===== src/rtl/uart_tx_arb_pkg.sv =====
// Shared definitions for the UART TX arbiter: FSM encoding and parameter defaults.
package uart_tx_arb_pkg;

  // One-hot encoding, matching the style of the UART TX state machine.
  typedef enum logic [3:0] {
    ST_IDLE      = 4'b0001,
    ST_ISSUE     = 4'b0010,
    ST_WAIT_BUSY = 4'b0100,
    ST_WAIT_DONE = 4'b1000
  } arb_state_t;

  localparam int NUM_REQ_DEFAULT    = 4;
  localparam int DATA_WIDTH_DEFAULT = 8;
  localparam int BUSY_TO_DEFAULT    = 15;

endpackage


===== src/rtl/uart_tx_arb_if.sv =====
// Requester bus plus the byte/start/busy handshake toward the UART transmitter.
interface uart_tx_arb_if
  import uart_tx_arb_pkg::*;
#(
  parameter int NUM_REQ    = NUM_REQ_DEFAULT,
  parameter int DATA_WIDTH = DATA_WIDTH_DEFAULT
);
  logic [NUM_REQ-1:0]            req_valid;
  logic [NUM_REQ*DATA_WIDTH-1:0] req_data;
  logic [NUM_REQ-1:0]            req_par_en;
  logic [NUM_REQ-1:0]            req_ack;
  logic [DATA_WIDTH-1:0]         tx_p_data;
  logic                          tx_par_en;
  logic                          tx_data_valid;
  logic                          tx_busy;

  // master: the arbiter; slave: the requesters and the UART TX around it
  modport master (
    input  req_valid, req_data, req_par_en, tx_busy,
    output req_ack, tx_p_data, tx_par_en, tx_data_valid
  );

  modport slave (
    output req_valid, req_data, req_par_en, tx_busy,
    input  req_ack, tx_p_data, tx_par_en, tx_data_valid
  );
endinterface


===== src/rtl/uart_tx_arb_rr_pick.sv =====
// Cyclic priority encoder: first set request searching upward from ptr+1, wrapping.
module uart_tx_arb_rr_pick #(
  parameter int NUM_REQ = 4,
  parameter int IDX_W   = $clog2(NUM_REQ)
) (
  input  logic [NUM_REQ-1:0] req_valid,
  input  logic [IDX_W-1:0]   ptr,
  output logic [IDX_W-1:0]   grant,
  output logic               found
);
  logic [IDX_W-1:0]   cand_idx [NUM_REQ];
  logic [NUM_REQ-1:0] cand_hit;

  genvar gi;
  generate
    for (gi = 0; gi < NUM_REQ; gi++) begin : g_cand
      assign cand_idx[gi] = IDX_W'((int'(ptr) + 1 + gi) % NUM_REQ);
      assign cand_hit[gi] = req_valid[cand_idx[gi]];
    end
  endgenerate

  // Scan from the far end so the nearest candidate overwrites the rest.
  always_comb begin
    grant = '0;
    found = 1'b0;
    for (int k = NUM_REQ - 1; k >= 0; k--) begin
      if (cand_hit[k]) begin
        grant = cand_idx[k];
        found = 1'b1;
      end
    end
  end
endmodule


===== src/rtl/uart_tx_arb.sv =====
// Round-robin arbiter sharing one UART transmitter between NUM_REQ byte requesters.
module uart_tx_arb
  import uart_tx_arb_pkg::*;
#(
  parameter int NUM_REQ    = NUM_REQ_DEFAULT,
  parameter int DATA_WIDTH = DATA_WIDTH_DEFAULT,
  parameter int BUSY_TO    = BUSY_TO_DEFAULT
) (
  input  logic                       clk,
  input  logic                       rst,
  uart_tx_arb_if.master              bus,
  output logic [$clog2(NUM_REQ)-1:0] grant_id,
  output logic                       arb_busy,
  output logic                       err_timeout
);
  localparam int IDX_W = $clog2(NUM_REQ);
  localparam int CNT_W = $clog2(BUSY_TO + 1);

  arb_state_t            state_reg, state_next;
  logic [IDX_W-1:0]      ptr_reg, ptr_next;
  logic [CNT_W-1:0]      cnt_reg, cnt_next;
  logic [NUM_REQ-1:0]    ack_reg, ack_next;
  logic [DATA_WIDTH-1:0] data_reg, data_next;
  logic                  par_reg, par_next;
  logic                  dv_reg, dv_next;
  logic                  busy_reg, busy_next;
  logic                  err_reg, err_next;
  logic [IDX_W-1:0]      pick_grant;
  logic                  pick_found;

  uart_tx_arb_rr_pick #(.NUM_REQ(NUM_REQ), .IDX_W(IDX_W)) u_pick (
    .req_valid (bus.req_valid),
    .ptr       (ptr_reg),
    .grant     (pick_grant),
    .found     (pick_found)
  );

  always_ff @(posedge clk or negedge rst) begin
    if (!rst) begin
      state_reg <= ST_IDLE;
      ptr_reg   <= IDX_W'(NUM_REQ - 1);
      cnt_reg   <= '0;
      ack_reg   <= '0;
      data_reg  <= '0;
      par_reg   <= 1'b0;
      dv_reg    <= 1'b0;
      busy_reg  <= 1'b0;
      err_reg   <= 1'b0;
    end else begin
      state_reg <= state_next;
      ptr_reg   <= ptr_next;
      cnt_reg   <= cnt_next;
      ack_reg   <= ack_next;
      data_reg  <= data_next;
      par_reg   <= par_next;
      dv_reg    <= dv_next;
      busy_reg  <= busy_next;
      err_reg   <= err_next;
    end
  end

  // Payload and parity enable are held between grants so the TX parity input stays stable.
  always_comb begin
    state_next = state_reg;
    ptr_next   = ptr_reg;
    cnt_next   = cnt_reg;
    ack_next   = '0;
    data_next  = data_reg;
    par_next   = par_reg;
    dv_next    = 1'b0;
    err_next   = 1'b0;
    case (state_reg)
      ST_IDLE: begin
        if (pick_found) begin
          data_next  = bus.req_data[pick_grant*DATA_WIDTH +: DATA_WIDTH];
          par_next   = bus.req_par_en[pick_grant];
          dv_next    = 1'b1;
          ack_next   = NUM_REQ'(1) << pick_grant;
          ptr_next   = pick_grant;
          state_next = ST_ISSUE;
        end
      end
      ST_ISSUE: begin
        cnt_next   = '0;
        state_next = ST_WAIT_BUSY;
      end
      ST_WAIT_BUSY: begin
        if (bus.tx_busy) begin
          state_next = ST_WAIT_DONE;
        end else if (cnt_reg == CNT_W'(BUSY_TO - 1)) begin
          err_next   = 1'b1;
          state_next = ST_IDLE;
        end else begin
          cnt_next = cnt_reg + 1'b1;
        end
      end
      ST_WAIT_DONE: begin
        if (!bus.tx_busy) state_next = ST_IDLE;
      end
      default: state_next = ST_IDLE;
    endcase
    busy_next = (state_next != ST_IDLE);
  end

  assign bus.req_ack       = ack_reg;
  assign bus.tx_p_data     = data_reg;
  assign bus.tx_par_en     = par_reg;
  assign bus.tx_data_valid = dv_reg;
  assign grant_id          = ptr_reg;
  assign arb_busy          = busy_reg;
  assign err_timeout       = err_reg;
endmodule


===== src/flat_wrapper.sv =====
// flat-port wrapper written by rule: the top's interface ports become plain ports
module uart_tx_arb_flat import uart_tx_arb_pkg::*;
#(
  parameter int NUM_REQ    = NUM_REQ_DEFAULT,
  parameter int DATA_WIDTH = DATA_WIDTH_DEFAULT,
  parameter int BUSY_TO    = BUSY_TO_DEFAULT
)
  (clk, rst, grant_id, arb_busy, err_timeout, bus_req_valid, bus_req_data, bus_req_par_en, bus_tx_busy, bus_req_ack, bus_tx_p_data, bus_tx_par_en, bus_tx_data_valid);
  uart_tx_arb_if #(.NUM_REQ(NUM_REQ), .DATA_WIDTH(DATA_WIDTH)) bus_i ();
  input  logic clk;
  input  logic rst;
  output logic [$clog2(NUM_REQ)-1:0] grant_id;
  output logic arb_busy;
  output logic err_timeout;
  input wire logic [$bits(bus_i.req_valid)-1:0] bus_req_valid;
  input wire logic [$bits(bus_i.req_data)-1:0] bus_req_data;
  input wire logic [$bits(bus_i.req_par_en)-1:0] bus_req_par_en;
  input wire logic [$bits(bus_i.tx_busy)-1:0] bus_tx_busy;
  output wire logic [$bits(bus_i.req_ack)-1:0] bus_req_ack;
  output wire logic [$bits(bus_i.tx_p_data)-1:0] bus_tx_p_data;
  output wire logic [$bits(bus_i.tx_par_en)-1:0] bus_tx_par_en;
  output wire logic [$bits(bus_i.tx_data_valid)-1:0] bus_tx_data_valid;
  assign bus_i.req_valid = bus_req_valid;
  assign bus_i.req_data = bus_req_data;
  assign bus_i.req_par_en = bus_req_par_en;
  assign bus_i.tx_busy = bus_tx_busy;
  assign bus_req_ack = bus_i.req_ack;
  assign bus_tx_p_data = bus_i.tx_p_data;
  assign bus_tx_par_en = bus_i.tx_par_en;
  assign bus_tx_data_valid = bus_i.tx_data_valid;
  uart_tx_arb #(.NUM_REQ(NUM_REQ), .DATA_WIDTH(DATA_WIDTH), .BUSY_TO(BUSY_TO)) u_core (.clk(clk), .rst(rst), .bus(bus_i), .grant_id(grant_id), .arb_busy(arb_busy), .err_timeout(err_timeout));
endmodule

===== config.mk =====
export PLATFORM = sky130hd
export DESIGN_NAME = uart_tx_arb_flat
export DESIGN_NICKNAME = d
export VERILOG_FILES = /design/src/rtl/uart_tx_arb_pkg.sv /design/src/rtl/uart_tx_arb_if.sv /design/src/rtl/uart_tx_arb_rr_pick.sv /design/src/rtl/uart_tx_arb.sv /design/src/flat_wrapper.sv
export SDC_FILE = /design/constraint.sdc
export NUM_CORES = 1
export LEC_CHECK = 0
export ABC_AREA = 1
export ABC_CLOCK_PERIOD_IN_PS = 4600
export CAP_MARGIN = 20
export CORE_AREA = 2 2 69 71
export DETAILED_ROUTE_END_ITERATION = 10
export DIE_AREA = 0 0 71 73
export PLACE_DENSITY = 0.71
export SYNTH_ARGS = -nofsm -noshare
export SYNTH_HDL_FRONTEND = slang
export SYNTH_SLANG_ARGS = --single-unit

===== constraint.sdc =====
create_clock -name clk -period 4.6 [get_ports clk]
set_input_delay 1.15 -clock clk [delete_from_list [all_inputs] [get_ports clk]]
set_output_delay 1.15 -clock clk [all_outputs]
set_load 0.02 [all_outputs]

==> results.txt <==
The flow ran to the end, and the final reports show no timing, DRC or antenna violations. The clock tree root buffer cell is clkbuf_8. After synthesis the netlist holds a flip-flop and latch count of 26.

The post-CTS resize count came out at 0. Dividing the detail-routed wire length by the instance count gives 11.0 um. The weighted congestion at the end of routability-driven global placement is 0.835. The maximum number of pins on one net before global-route repair is 21. The setup TNS is 0 ps. In the synthesized netlist the dominant register cell turns out to be dfrtp_1. Counting the fill cells in the layout gives roughly 440. The endpoint identified for the worst register-to-register timing path is u_core.bus.tx_p_data[6]. The first-iteration detailed-routing DRC count is between 80 and 90.

The power per unit of standard cell area is between 700 and 800 mW/mm2. The hold violation count in the final report came out at 0. The net count of the finished layout is around 370. The iteration count of the initial detailed-routing pass is 4.

Of all cell types, the one taking the most synthesized area is dfrtp_1. The number of diodes is 0. The depth of the worst hold-timing path is 2. By area the synthesized netlist is led by dfrtp_1 (33%), nand2_1 (19%), nand3_1 (12%), inv_1 (12%), dfstp_2 (4.5%). From bottom edge to top edge, the die measures ~73 um. The transition time at the pin with the least slew margin is ~660 ps. The cell count after synthesis is approximately 270. The reg-to-reg critical path startpoint is u_core.grant_id[0]. The share of flip-flops with an asynchronous set or reset after synthesis is 100%. STA classifies the critical path endpoint as a register. The aggregate global routing overflow is 0. In this run the cell area of the synthesized design comes to between 0.0015 and 0.002 mm2. The final-report setup violation count came out at 0. The count of flip-flops with a built-in enable after synthesis came out at 0. The unique cell type count in the Yosys netlist came out at 26. During synthesis, Yosys emitted a total of 0 warnings. The highest attainable clock frequency is between 0.3 and 0.4 GHz. The post-CTS setup buffer count is 0. The detailed-route DRC error count is 0. The row count is 25. The footprint of the flip-flops and latches is 654 um2. The first global-routing pass estimated ~7000 um of wire.

The max-slew violation count was 0. The starting density of the core is roughly two fifths. STA puts the critical path data arrival time at just over 3000 ps. The static leakage is about 0.0013 uW.

In this run the number of H-tree levels came out at 1. From synthesis to final layout, the design area changed by 39.6%. The number of cells on the worst reg-to-reg path came out at 13. The total die area is between 0.005 and 0.006 mm2. The commonest cells after synthesis are nand2_1 (88), inv_1 (55), nand3_1 (42).

The die is 71 um wide. The total number of vias came out at about 1800. TritonCTS built the clock tree. In this run the most critical hold path is launched from u_core.bus.tx_p_data[0].

The global-route usage over all layers came out at 16.5%. The final cycle utilization of the critical path is between 60% and 70%. The path with the worst hold slack has its endpoint at u_core.bus.tx_p_data[0]. The maximum vdd ir drop came out at 0.327 mV. The min-delay analysis places its worst path in the category reg2reg.

In this run the tightest slew margin relative to its limit is approximately 56%. In this run the worst path has a maximum fanout of 13. At the worst endpoint, the required time is 4770 ps. Synthesis produced a netlist with a net count of ~310. The final critical-path required period is 2900 ps. The area of the placeable core came out at about 0.0045 mm2. STA classifies the critical path startpoint as a primary input. The share of the yosys chip area belonging to registers came out at about 37%.

The clock reaches the later pin of the worst-skew pair after roughly 270 ps. The register clock-pin slew on the reported worst setup and hold paths is ~90 ps. The path type of the worst setup path is in2reg.

The average footprint of a synthesized cell came out at approximately 6.6 um2. The total placed instance area came out at 0.00236 mm2. Setup repair after global routing left no endpoint under its margin. The area of combinational cells with multiple inputs came out at 795 um2.

between 60 and 70 I/O pins were placed. The setup skew after layout is 2.23 ps. The initial antenna violation count came out at 0. The tool flagged a number of max-cap violations equal to 0. Summed over its instances, the top area cell type makes up 33.0% of the synthesized netlist area.

The count of input and output buffers came out at 60. The finished layout cell area came out at about 0.0024 mm2. The vias per cell came out at 4.68. The clock sink total came out at 26.

The number of hold buffers added after CTS came out at 0. The fraction of final layout cells with drive strength greater than 1 came out at under 10%. The number of clock buffers added by TritonCTS is 3.

The via count of the first global-routing pass is around 1600. For this block, the routed nets add up to 4130 um of wire. The sum of net half-perimeters after detailed placement is roughly 3200 um. The count of antenna-violating nets left after detailed routing came out at 0.

Among all cell types in the netlist, the one instantiated most often is nand2_1. The worst setup slack for register-to-register paths is 2350 ps. The maximum number of buffers from clock root to sink came out at 2. The register with the most flip-flops in the layout has 8 of them.
## worst max-delay path by stage
stage / slack, ps / to / startpoint / cells after the start
finish: 1700 / u_core.bus.tx_p_data[6] / bus_req_valid[3] / 14
detailed placement: 1430 / u_core.bus.tx_p_data[6] / bus_req_valid[3] / 14
CTS: 1720 / u_core.bus.tx_p_data[6] / bus_req_valid[3] / 14
global placement: 1440 / u_core.bus.tx_p_data[6] / bus_req_valid[3] / 14
global route: 1490 / u_core.grant_id[1] / bus_req_valid[1] / 10
floorplan: 2360 / u_core.bus.tx_p_data[5] / bus_req_valid[3] / 14
## per-stage QoR
step / instances / power (uW) / hold WS, ps / utilization (%) / worst slack (ps)
2_1_floorplan: 266 / 1290 / 491 / - / 2360
3_3_place_gp: 372 / 1550 / 472 / 51.8 / 1440
3_5_place_dp: 373 / 1570 / 473 / 52.1 / 1430
4_1_cts: 377 / 1770 / 495 / 53.7 / 1720
5_1_grt: 377 / 1930 / 532 / 53.7 / 1490
6_report: 377 / 1760 / 496 / 53.7 / 1700
## power breakdown
group	total [uW]	leakage, uW	internal (uW)	switching [uW]
Sequential	413	0.000331	337	75.2
Clock	190	0.0000357	116	73.0
Combinational	1160	0.000975	417	746
Total	1760	0.00134	871	894
## cell families (layout without fill, tap and decap cells)
group | count (synthesis) | after routing | share of synthesized area [%]
AO/OA/AOI/OAI | 9 | 9 | 2.94
XOR/XNOR | 1 | 1 | 0.502
adder cells (fa/ha/maj) | 2 | 2 | 1.43
buffers and inverters | 68 | 125 | 17.0
flip-flops | 26 | 26 | 37.5
AND/OR/NAND/NOR | 160 | 160 | 40.6
## layout make-up
type	count	share of cell area (%)
tap	54	2.77
clock buffer	3	1.69
clock inverter	1	1.23
timing repair buffer	61	25.3
multi-input combinational	172	32.6
inverter	60	9.55
sequential	26	26.9
## layer usage
metal / wire, um / global-route usage [%]
met3: 245 / 2.35
met1: 1880 / 23.1
met2: 1960 / 27.0
met5: 0 / 0
met4: 43 / 4.40
## cells in the final DEF (no fill, tap or decap), types with 2 or more instances in the layout
cell	instances
nand2_1	88
clkdlybuf4s50_1	60
inv_1	55
nand3_1	42
dfrtp_1	23
nor2_1	14
nor3_1	5
nand2_2	4
inv_2	3
o21ai_0	3
a21oi_1	3
clkbuf_8	3
dfstp_2	3
nand4_1	2
nand2_4	2
ha_1	2
## critical path: stages
cell             delay, ps
clkdlybuf4s50_1        450
inv_1                   50
o21ai_1                150
nand2_1                100
nand2_1                 70
nand2_1                 50
nand2_1                 60
nand2_1                 40
nand2_1                370
inv_2                  210
nand3_1                130
nand2_1                 80
nand2_1                 80
nand2_1                 60
Note: power is estimated with default switching activity, not from simulation.
